### config.mk
export PLATFORM = sky130hd
export DESIGN_NAME = button_debounce
export DESIGN_NICKNAME = d
export VERILOG_FILES = /design/src/rtl/button_debounce_pkg.sv /design/src/rtl/button_debounce_sync_2ff.sv /design/src/rtl/button_debounce.sv
export SDC_FILE = /design/constraint.sdc
export NUM_CORES = 1
export LEC_CHECK = 0
export ABC_AREA = 0
export ABC_CLOCK_PERIOD_IN_PS = 5600
export BUFFER_PORTS_ARGS = -buffer_cell sky130_fd_sc_hd__buf_4
export CORE_MARGIN = 3
export CORE_UTILIZATION = 40
export DETAILED_ROUTE_END_ITERATION = 10
export GPL_TIMING_DRIVEN = 0
export SLEW_MARGIN = 20
export SYNTH_ARGS = -nofsm -noshare
export SYNTH_HDL_FRONTEND = slang
export SYNTH_SLANG_ARGS = --single-unit
export TNS_END_PERCENT = 50
### constraint.sdc
create_clock -name clk_i -period 5.6 [get_ports clk_i]
set_input_delay 0.56 -clock clk_i [delete_from_list [all_inputs] [get_ports clk_i]]
set_output_delay 0.56 -clock clk_i [all_outputs]
set_load 0.02 [all_outputs]
### src/rtl/button_debounce_pkg.sv
// Shared types and constants for the push-button debouncer.
package button_debounce_pkg;

    typedef enum logic [2:0] {
        IDLE        = 3'd0,
        DEB_PRESS   = 3'd1,
        PRESSED     = 3'd2,
        HELD        = 3'd3,
        DEB_RELEASE = 3'd4
    } state_e;

    // Board defaults (100 MHz): 10 ms debounce, 1 s long press.
    localparam int unsigned DEBOUNCE_CYCLES_DEF = 1000000;
    localparam int unsigned LONG_CYCLES_DEF     = 100000000;

    // Short intervals for simulation.
    localparam int unsigned DEBOUNCE_SIM = 4;
    localparam int unsigned LONG_SIM     = 20;

endpackage

### src/rtl/button_debounce_sync_2ff.sv
// Two-flop synchroniser with a selectable reset value, for any raw pin.
module sync_2ff #(
    parameter logic RST_VAL = 1'b0
) (
    input  logic clk_i,
    input  logic rst_i,   // synchronous, active low
    input  logic d_i,
    output logic q_o
);

    logic meta_q;
    logic sync_q;

    always_ff @(posedge clk_i) begin
        if (!rst_i) begin
            meta_q <= RST_VAL;
            sync_q <= RST_VAL;
        end else begin
            meta_q <= d_i;
            sync_q <= meta_q;
        end
    end

    assign q_o = sync_q;

endmodule

### src/rtl/button_debounce.sv
// Push-button conditioner: synchronise, debounce, and emit level plus
// one-cycle press / release / long-press pulses and a press counter.
module button_debounce
    import button_debounce_pkg::*;
#(
    parameter int unsigned DEBOUNCE_CYCLES = DEBOUNCE_CYCLES_DEF,
    parameter int unsigned LONG_CYCLES     = LONG_CYCLES_DEF,
    parameter int unsigned CNT_W           = 27,
    parameter logic        ACTIVE_LOW      = 1'b0
) (
    input  logic       clk_i,
    input  logic       rst_i,   // synchronous, active low
    input  logic       btn_in_i,
    output logic       level_o,
    output logic       press_o,
    output logic       release_o,
    output logic       long_press_o,
    output logic [7:0] press_count_o
);

    localparam logic [CNT_W-1:0] DEB_LAST  = CNT_W'(DEBOUNCE_CYCLES - 1);
    localparam logic [CNT_W-1:0] LONG_LAST = CNT_W'(LONG_CYCLES - 1);

    logic pin_sync;
    logic s;

    // Flops reset to the idle pin value so reset release cannot look like a press.
    sync_2ff #(.RST_VAL(ACTIVE_LOW)) u_sync (
        .clk_i (clk_i),
        .rst_i (rst_i),
        .d_i   (btn_in_i),
        .q_o   (pin_sync)
    );

    assign s = pin_sync ^ ACTIVE_LOW;

    state_e             state_q, state_d;
    logic [CNT_W-1:0]   timer_q, timer_d;
    logic               long_done_q, long_done_d;
    logic               level_q, level_d;
    logic               press_q, press_d;
    logic               release_q, release_d;
    logic               long_q, long_d;
    logic [7:0]         count_q, count_d;

    always_comb begin
        state_d     = state_q;
        timer_d     = timer_q;
        long_done_d = long_done_q;
        level_d     = level_q;
        press_d     = 1'b0;
        release_d   = 1'b0;
        long_d      = 1'b0;
        count_d     = count_q;
        unique case (state_q)
            IDLE: begin
                if (s) begin
                    state_d = DEB_PRESS;
                    timer_d = '0;
                end
            end
            DEB_PRESS: begin
                if (!s) begin
                    state_d = IDLE;
                end else if (timer_q == DEB_LAST) begin
                    state_d = PRESSED;
                    level_d = 1'b1;
                    press_d = 1'b1;
                    count_d = count_q + 8'd1;
                    timer_d = '0;
                end else begin
                    timer_d = timer_q + 1'b1;
                end
            end
            PRESSED: begin
                if (!s) begin
                    state_d = DEB_RELEASE;
                    timer_d = '0;
                end else if (timer_q == LONG_LAST) begin
                    state_d     = HELD;
                    long_d      = 1'b1;
                    long_done_d = 1'b1;
                end else begin
                    timer_d = timer_q + 1'b1;
                end
            end
            HELD: begin
                if (!s) begin
                    state_d = DEB_RELEASE;
                    timer_d = '0;
                end
            end
            DEB_RELEASE: begin
                // A rejected release glitch restarts the long-press interval.
                if (s) begin
                    state_d = long_done_q ? HELD : PRESSED;
                    timer_d = '0;
                end else if (timer_q == DEB_LAST) begin
                    state_d     = IDLE;
                    level_d     = 1'b0;
                    release_d   = 1'b1;
                    long_done_d = 1'b0;
                end else begin
                    timer_d = timer_q + 1'b1;
                end
            end
            default: begin
                state_d = IDLE;
                timer_d = '0;
            end
        endcase
    end

    always_ff @(posedge clk_i) begin
        if (!rst_i) begin
            state_q     <= IDLE;
            timer_q     <= '0;
            long_done_q <= 1'b0;
            level_q     <= 1'b0;
            press_q     <= 1'b0;
            release_q   <= 1'b0;
            long_q      <= 1'b0;
            count_q     <= 8'd0;
        end else begin
            state_q     <= state_d;
            timer_q     <= timer_d;
            long_done_q <= long_done_d;
            level_q     <= level_d;
            press_q     <= press_d;
            release_q   <= release_d;
            long_q      <= long_d;
            count_q     <= count_d;
        end
    end

    assign level_o       = level_q;
    assign press_o       = press_q;
    assign release_o     = release_q;
    assign long_press_o  = long_q;
    assign press_count_o = count_q;

endmodule
After elaboration in Yosys (flattened, before gate mapping)

Index checks and enable logic that the tools add are counted.

Register bits: 45
Input bits: 3
Output and inout port bits: 12
Logic and storage cells: 73

Add/subtract/negate cells: 2
Equality and inequality tests: 19
Multiplexer cells: 29
Bitwise logic cells: 2
Reductions and logical operators: 11

Operator list:

| cell                                                              | number |
|---|---|
| 27-bit 2-to-1 mux                                                 | 8 |
| 27-bit case mux with 5 select lines                               | 1 |
| 27-bit by 1-bit adder with 27-bit output, second input constant   | 1 |
| 27-bit by 20-bit == test with 1-bit output, second input constant | 1 |
| 27-bit == test, second input constant                             | 1 |
| 3-bit 2-to-1 mux                                                  | 8 |
| 5-bit AND reduction                                               | 4 |
| 3-bit case mux with 5 select lines                                | 1 |
| 2-bit != test, second input constant                              | 5 |
| 1-bit 2-to-1 mux                                                  | 9 |
| 3-bit != test, second input constant                              | 3 |
| 3-bit AND reduction                                               | 3 |
| 8-bit by 1-bit adder with 8-bit output, second input constant     | 1 |
| 3-bit by 2-bit == test with 1-bit output, second input constant   | 2 |
| 2-bit by 1-bit != test with 1-bit output, second input constant   | 3 |
| 3-bit by 2-bit != test with 1-bit output, second input constant   | 2 |
| 1-bit case mux with 2 select lines                                | 2 |
| 2-bit nonzero test                                                | 2 |
| 3-bit by 1-bit == test with 1-bit output, second input constant   | 1 |
| 3-bit == test, second input constant                              | 1 |
| 3-bit zero test                                                   | 1 |
| 3-bit OR reduction                                                | 1 |
| 1-bit inverter                                                    | 2 |

Depth between registers and ports, before layout

Word-level depth: 4
Depth in mapped cells: 9
Gate-level depth less buffers: 7

Modules after synthesis

A second synthesis with hierarchy kept.

Cells, all modules: 294
Area, all modules: 2513.7 um2

By module, submodules not included:

| module          | times used | cells an instance | area each (um2) | seq. area each (um2) |
|---|---|---|---|---|
| button_debounce | 1          | 290               | 2461.1          | 860.8 |
| sync_2ff        | 1          | 4                 | 52.6            | 40.0 |

Worst setup path before layout

OpenSTA, ideal clock, no wires.

Kind: reg-to-reg
Start: register timer_q[0]
End: register timer_q[23]
Library setup time: 0.062 ns
Arrival: 1.986 ns
Required time: 5.538 ns
Path slack: 3.552 ns
Stages on the path, launching flop included: 9
Buffers on the path: 1
Period minus slack after synthesis: 2.048 ns
Cells stage by stage: dfxtp_1 > ha_1 > and2_1 > nand4_2 > nor3_2 > a211o_4 > buf_6 > or4b_1 > nand3_1

Word-level cells in the longest chain between the ends: 4
Elaborated cells between the ends (all ways): 13
Classes of those cells: add/sub: 1; eq/ne: 4; mux: 7; reduce/logical: 1

Ends and longest elaborated chain:

| what                                                                                                          | line                                                                | RTL |
|---|---|---|
| from (decl)                                                                                                   | button_debounce.sv:38                                               | `logic [CNT_W-1:0] timer_q, timer_d;` |
| from (signal assigned)                                                                                        | button_debounce.sv:126                                              | `timer_q <= timer_d;` |
| 27-bit by 1-bit adder with 27-bit output / 27-bit by 20-bit == test with 1-bit output (equally long branches) | -                                                                   |  |
| 27-bit 2-to-1 mux, on equally long branches                                                                   | button_debounce.sv:98, button_debounce.sv:65, button_debounce.sv:79 |  |
| 27-bit 2-to-1 mux, on equally long branches                                                                   | button_debounce.sv:95, button_debounce.sv:63, button_debounce.sv:76 |  |
| 27-bit case mux with 5 select lines                                                                           | button_debounce.sv:55                                               | `unique case (state_q)` |

Several ways; a longest one is shown, not always the timed one. The select of a mux whose other input is x is not followed.
A chain may end at the register's enable or synchronous reset.

Worst setup path in the final report

Start: register timer_q[8]
End: register timer_q[25]

The elaborated chain is that of the path after synthesis.

==> metrics.txt <==
synth-to-layout area growth 12.0%; Synth warnings 0; antenna violations before repair 0; fraction of registers with async set/reset 0%; Top Ports 15; EDFF count, synth 0; CP max FO 8; post-layout instance area 0.00287 mm^2; crit path launch type flop; # port buffers 13; Setup TNS 0 ns; Final Cycle Share 44.3%; Slew Viols, Final 0; ys flop type dfxtp_1; DP HPWL 4580 um; Gate Count Post-Synth between 300 and 400; Fin. Hold Viols 0; Routed WL 6570 um; share of the synthesized area in the top cell type about a third; status complete, no violations; clock-pin slew on the worst setup and hold paths 0.10 ns; Initial Util between 40 and 50%; H-Tree Depth 2; Fill cells 621; Skew-Pair Late Insertion Delay 0.31 ns; Non-Filler Instances 403; r2r setup slk 3.12 ns; Clk Tree Root Cell clkbuf_8; Initial DRC Count ~180; mean post-synth cell area 8.33 um^2; Worst EP required around 5.8 ns; leading cell types by count after synthesis dfxtp_1 (45), nand2_1 (35), a21oi_1 (24); dpl cells 395; FF-to-FF End timer_q[25]$_SDFFE_PN0P_; post-CTS setup buffer count 0; sequential area share after synthesis 35.2%; leakage 0.998 nW; number of gates resized after CTS 0; clk_skew 0.0153 ns; Routed WL per cell between 15 and 20 um; drt via density about 6; worst vdd ir 136 uV; placed cell areas about 0.0028 mm^2; R2R depth 6; max cap viols 0; via count 2378; share of post-route cells with drive strength above 1 14.9%; Routed Antenna Nets 0; final setup violation count 0; Sequential Area roughly 900 um^2; die height 86.0 um; Yosys reg bits 45; crit end category flop; hold crit path type flop to flop; clock tree buffer depth 2; CP Launch Point timer_q[8]$_SDFFE_PN0P_; CTS Buf Count 5; Pwr per Cell Area 212 mW/mm^2; footprint of the multi-input gates 0.00149 mm^2; min Tclk post-route 2.48 ns; fmax 403 MHz; CP arrival 2.67 ns; WHS Path Cells 1; unrepaired setup endpoints after global routing no; most instantiated library cell after synthesis dfxtp_1; largest net degree at the start of global routing 16; Rows 28; grt ovf 0; WS Path Type flop to flop; number of remaining DRC errors 0; clk sinks 45; core area 0.00606 mm^2; Synth area leader dfxtp_1; worst slew pin tran 0.566 ns; Die Wd 86.0 um; r2r startpoint timer_q[8]$_SDFFE_PN0P_; vias in the first global route 2264; GP Congestion 0.865; syn_nets 313; NumNets Final 333; synth top area cells dfxtp_1 (35%), nand2_1 (5.1%), a21oi_1 (4.7%); Max-slew headroom 62.1%; CTS tree done; first-pass GRT wire length 11300 um; end of the critical path timer_q[25]$_SDFFE_PN0P_; hold_buf cts 0; Total Die Area 0.00739 mm^2; diode count 0; GRT Resource Usage Total 19.0%; Synth Cell Area 0.00256 mm^2; Distinct cells, synth 59; Pre-antenna DRT Iters 4
-- flip-flops by register name, indices dropped and copies added, names as in the netlist --
register       flops
press_count_o      8
u_sync.q_o         1
level_o            1
u_sync.meta_q      1
state_q            3
long_press_o       1
press_o            1
long_done_q        1
release_o          1
timer_q           27
-- cells in the final DEF, fill, tap and decap left out, types with 7 or more instances in the layout --
| cell | synthesis | layout |
|---|---|---|
| and3_1 | 7 | 7 |
| or4_1 | 13 | 13 |
| a21oi_1 | 24 | 24 |
| nor2_1 | 17 | 17 |
| nand2_1 | 35 | 35 |
| nor3_1 | 10 | 10 |
| buf_4 | 1 | 14 |
| xor2_1 | 7 | 7 |
| or3_1 | 11 | 11 |
| o22ai_1 | 10 | 10 |
| nand4_1 | 14 | 14 |
| nand3_1 | 18 | 18 |
| clkbuf_8 | 3 | 8 |
| dfxtp_1 | 45 | 45 |
-- cells by family after synthesis --
family	synth area share, %
adder cells (fa/ha/maj)	1.47
flip-flops	35.2
buffers and inverters	6.55
multiplexers	0.782
AO/OA/AOI/OAI	16.5
XOR/XNOR	2.74
AND/OR/NAND/NOR	36.7
-- metal layers --
metal  up-vias  routed length (um)  GRT usage (%)
met5         -                   0              0
met4         0                  86           5.61
met3         6                 214           3.36
met2        41                3040           29.3
met1      1136                3230           26.9
li1       1195                   -              -
-- how the worst min path moves through the flow --
| stage | startpoint | endpoint | slack [ns] |
|---|---|---|---|
| after global routing | btn_in_i | u_sync.meta_q$_SDFF_PN0_ | 0.46 |
| final | u_sync.meta_q$_SDFF_PN0_ | u_sync.q_o$_SDFF_PN0_ | 0.44 |
| after floorplan | u_sync.meta_q$_SDFF_PN0_ | u_sync.q_o$_SDFF_PN0_ | 0.41 |
| after CTS | btn_in_i | u_sync.meta_q$_SDFF_PN0_ | 0.45 |
| after detailed placement | u_sync.meta_q$_SDFF_PN0_ | u_sync.q_o$_SDFF_PN0_ | 0.42 |
| after global placement | u_sync.meta_q$_SDFF_PN0_ | u_sync.q_o$_SDFF_PN0_ | 0.41 |
-- final cells by class --
type,count,share of cell area [%]
inverters,8,1.05
multi-input cells,238,52.0
clock buffers,5,2.40
plain buffers,16,4.80
repair buffers,13,3.41
clock inverters,3,1.62
flip-flops and latches,45,31.4
well taps,75,3.28
-- critical path, stage by stage, from the launching register on --
cell and delay [ns]:
dfxtp_1 0.40, nor4_2 0.43, nand4_2 0.32, nor2_1 0.44, nor2_1 0.14, nor2_1 0.47
o22ai_1 0.17
-- power by group --
group | leakage, nW | internal [W] | switching (W)
Combinational | 0.581 | 0.00000952 | 0.0000181
Sequential | 0.363 | 0.000321 | 0.000000769
Clock | 0.0543 | 0.000134 | 0.000125
-- metrics by stage --
step	worst slack, ns	utilization (%)	hold WS, ns	total power, W
2_1_floorplan	3.55	-	0.412	0.000349
3_3_place_gp	3.13	45.4	0.415	0.000357
3_5_place_dp	3.11	45.4	0.423	0.000357
4_1_cts	3.12	47.3	0.446	0.000614
5_1_grt	2.80	47.3	0.460	0.000629
6_report	3.12	47.3	0.436	0.000608
No activity file was read; power rests on OpenSTA's default activity.
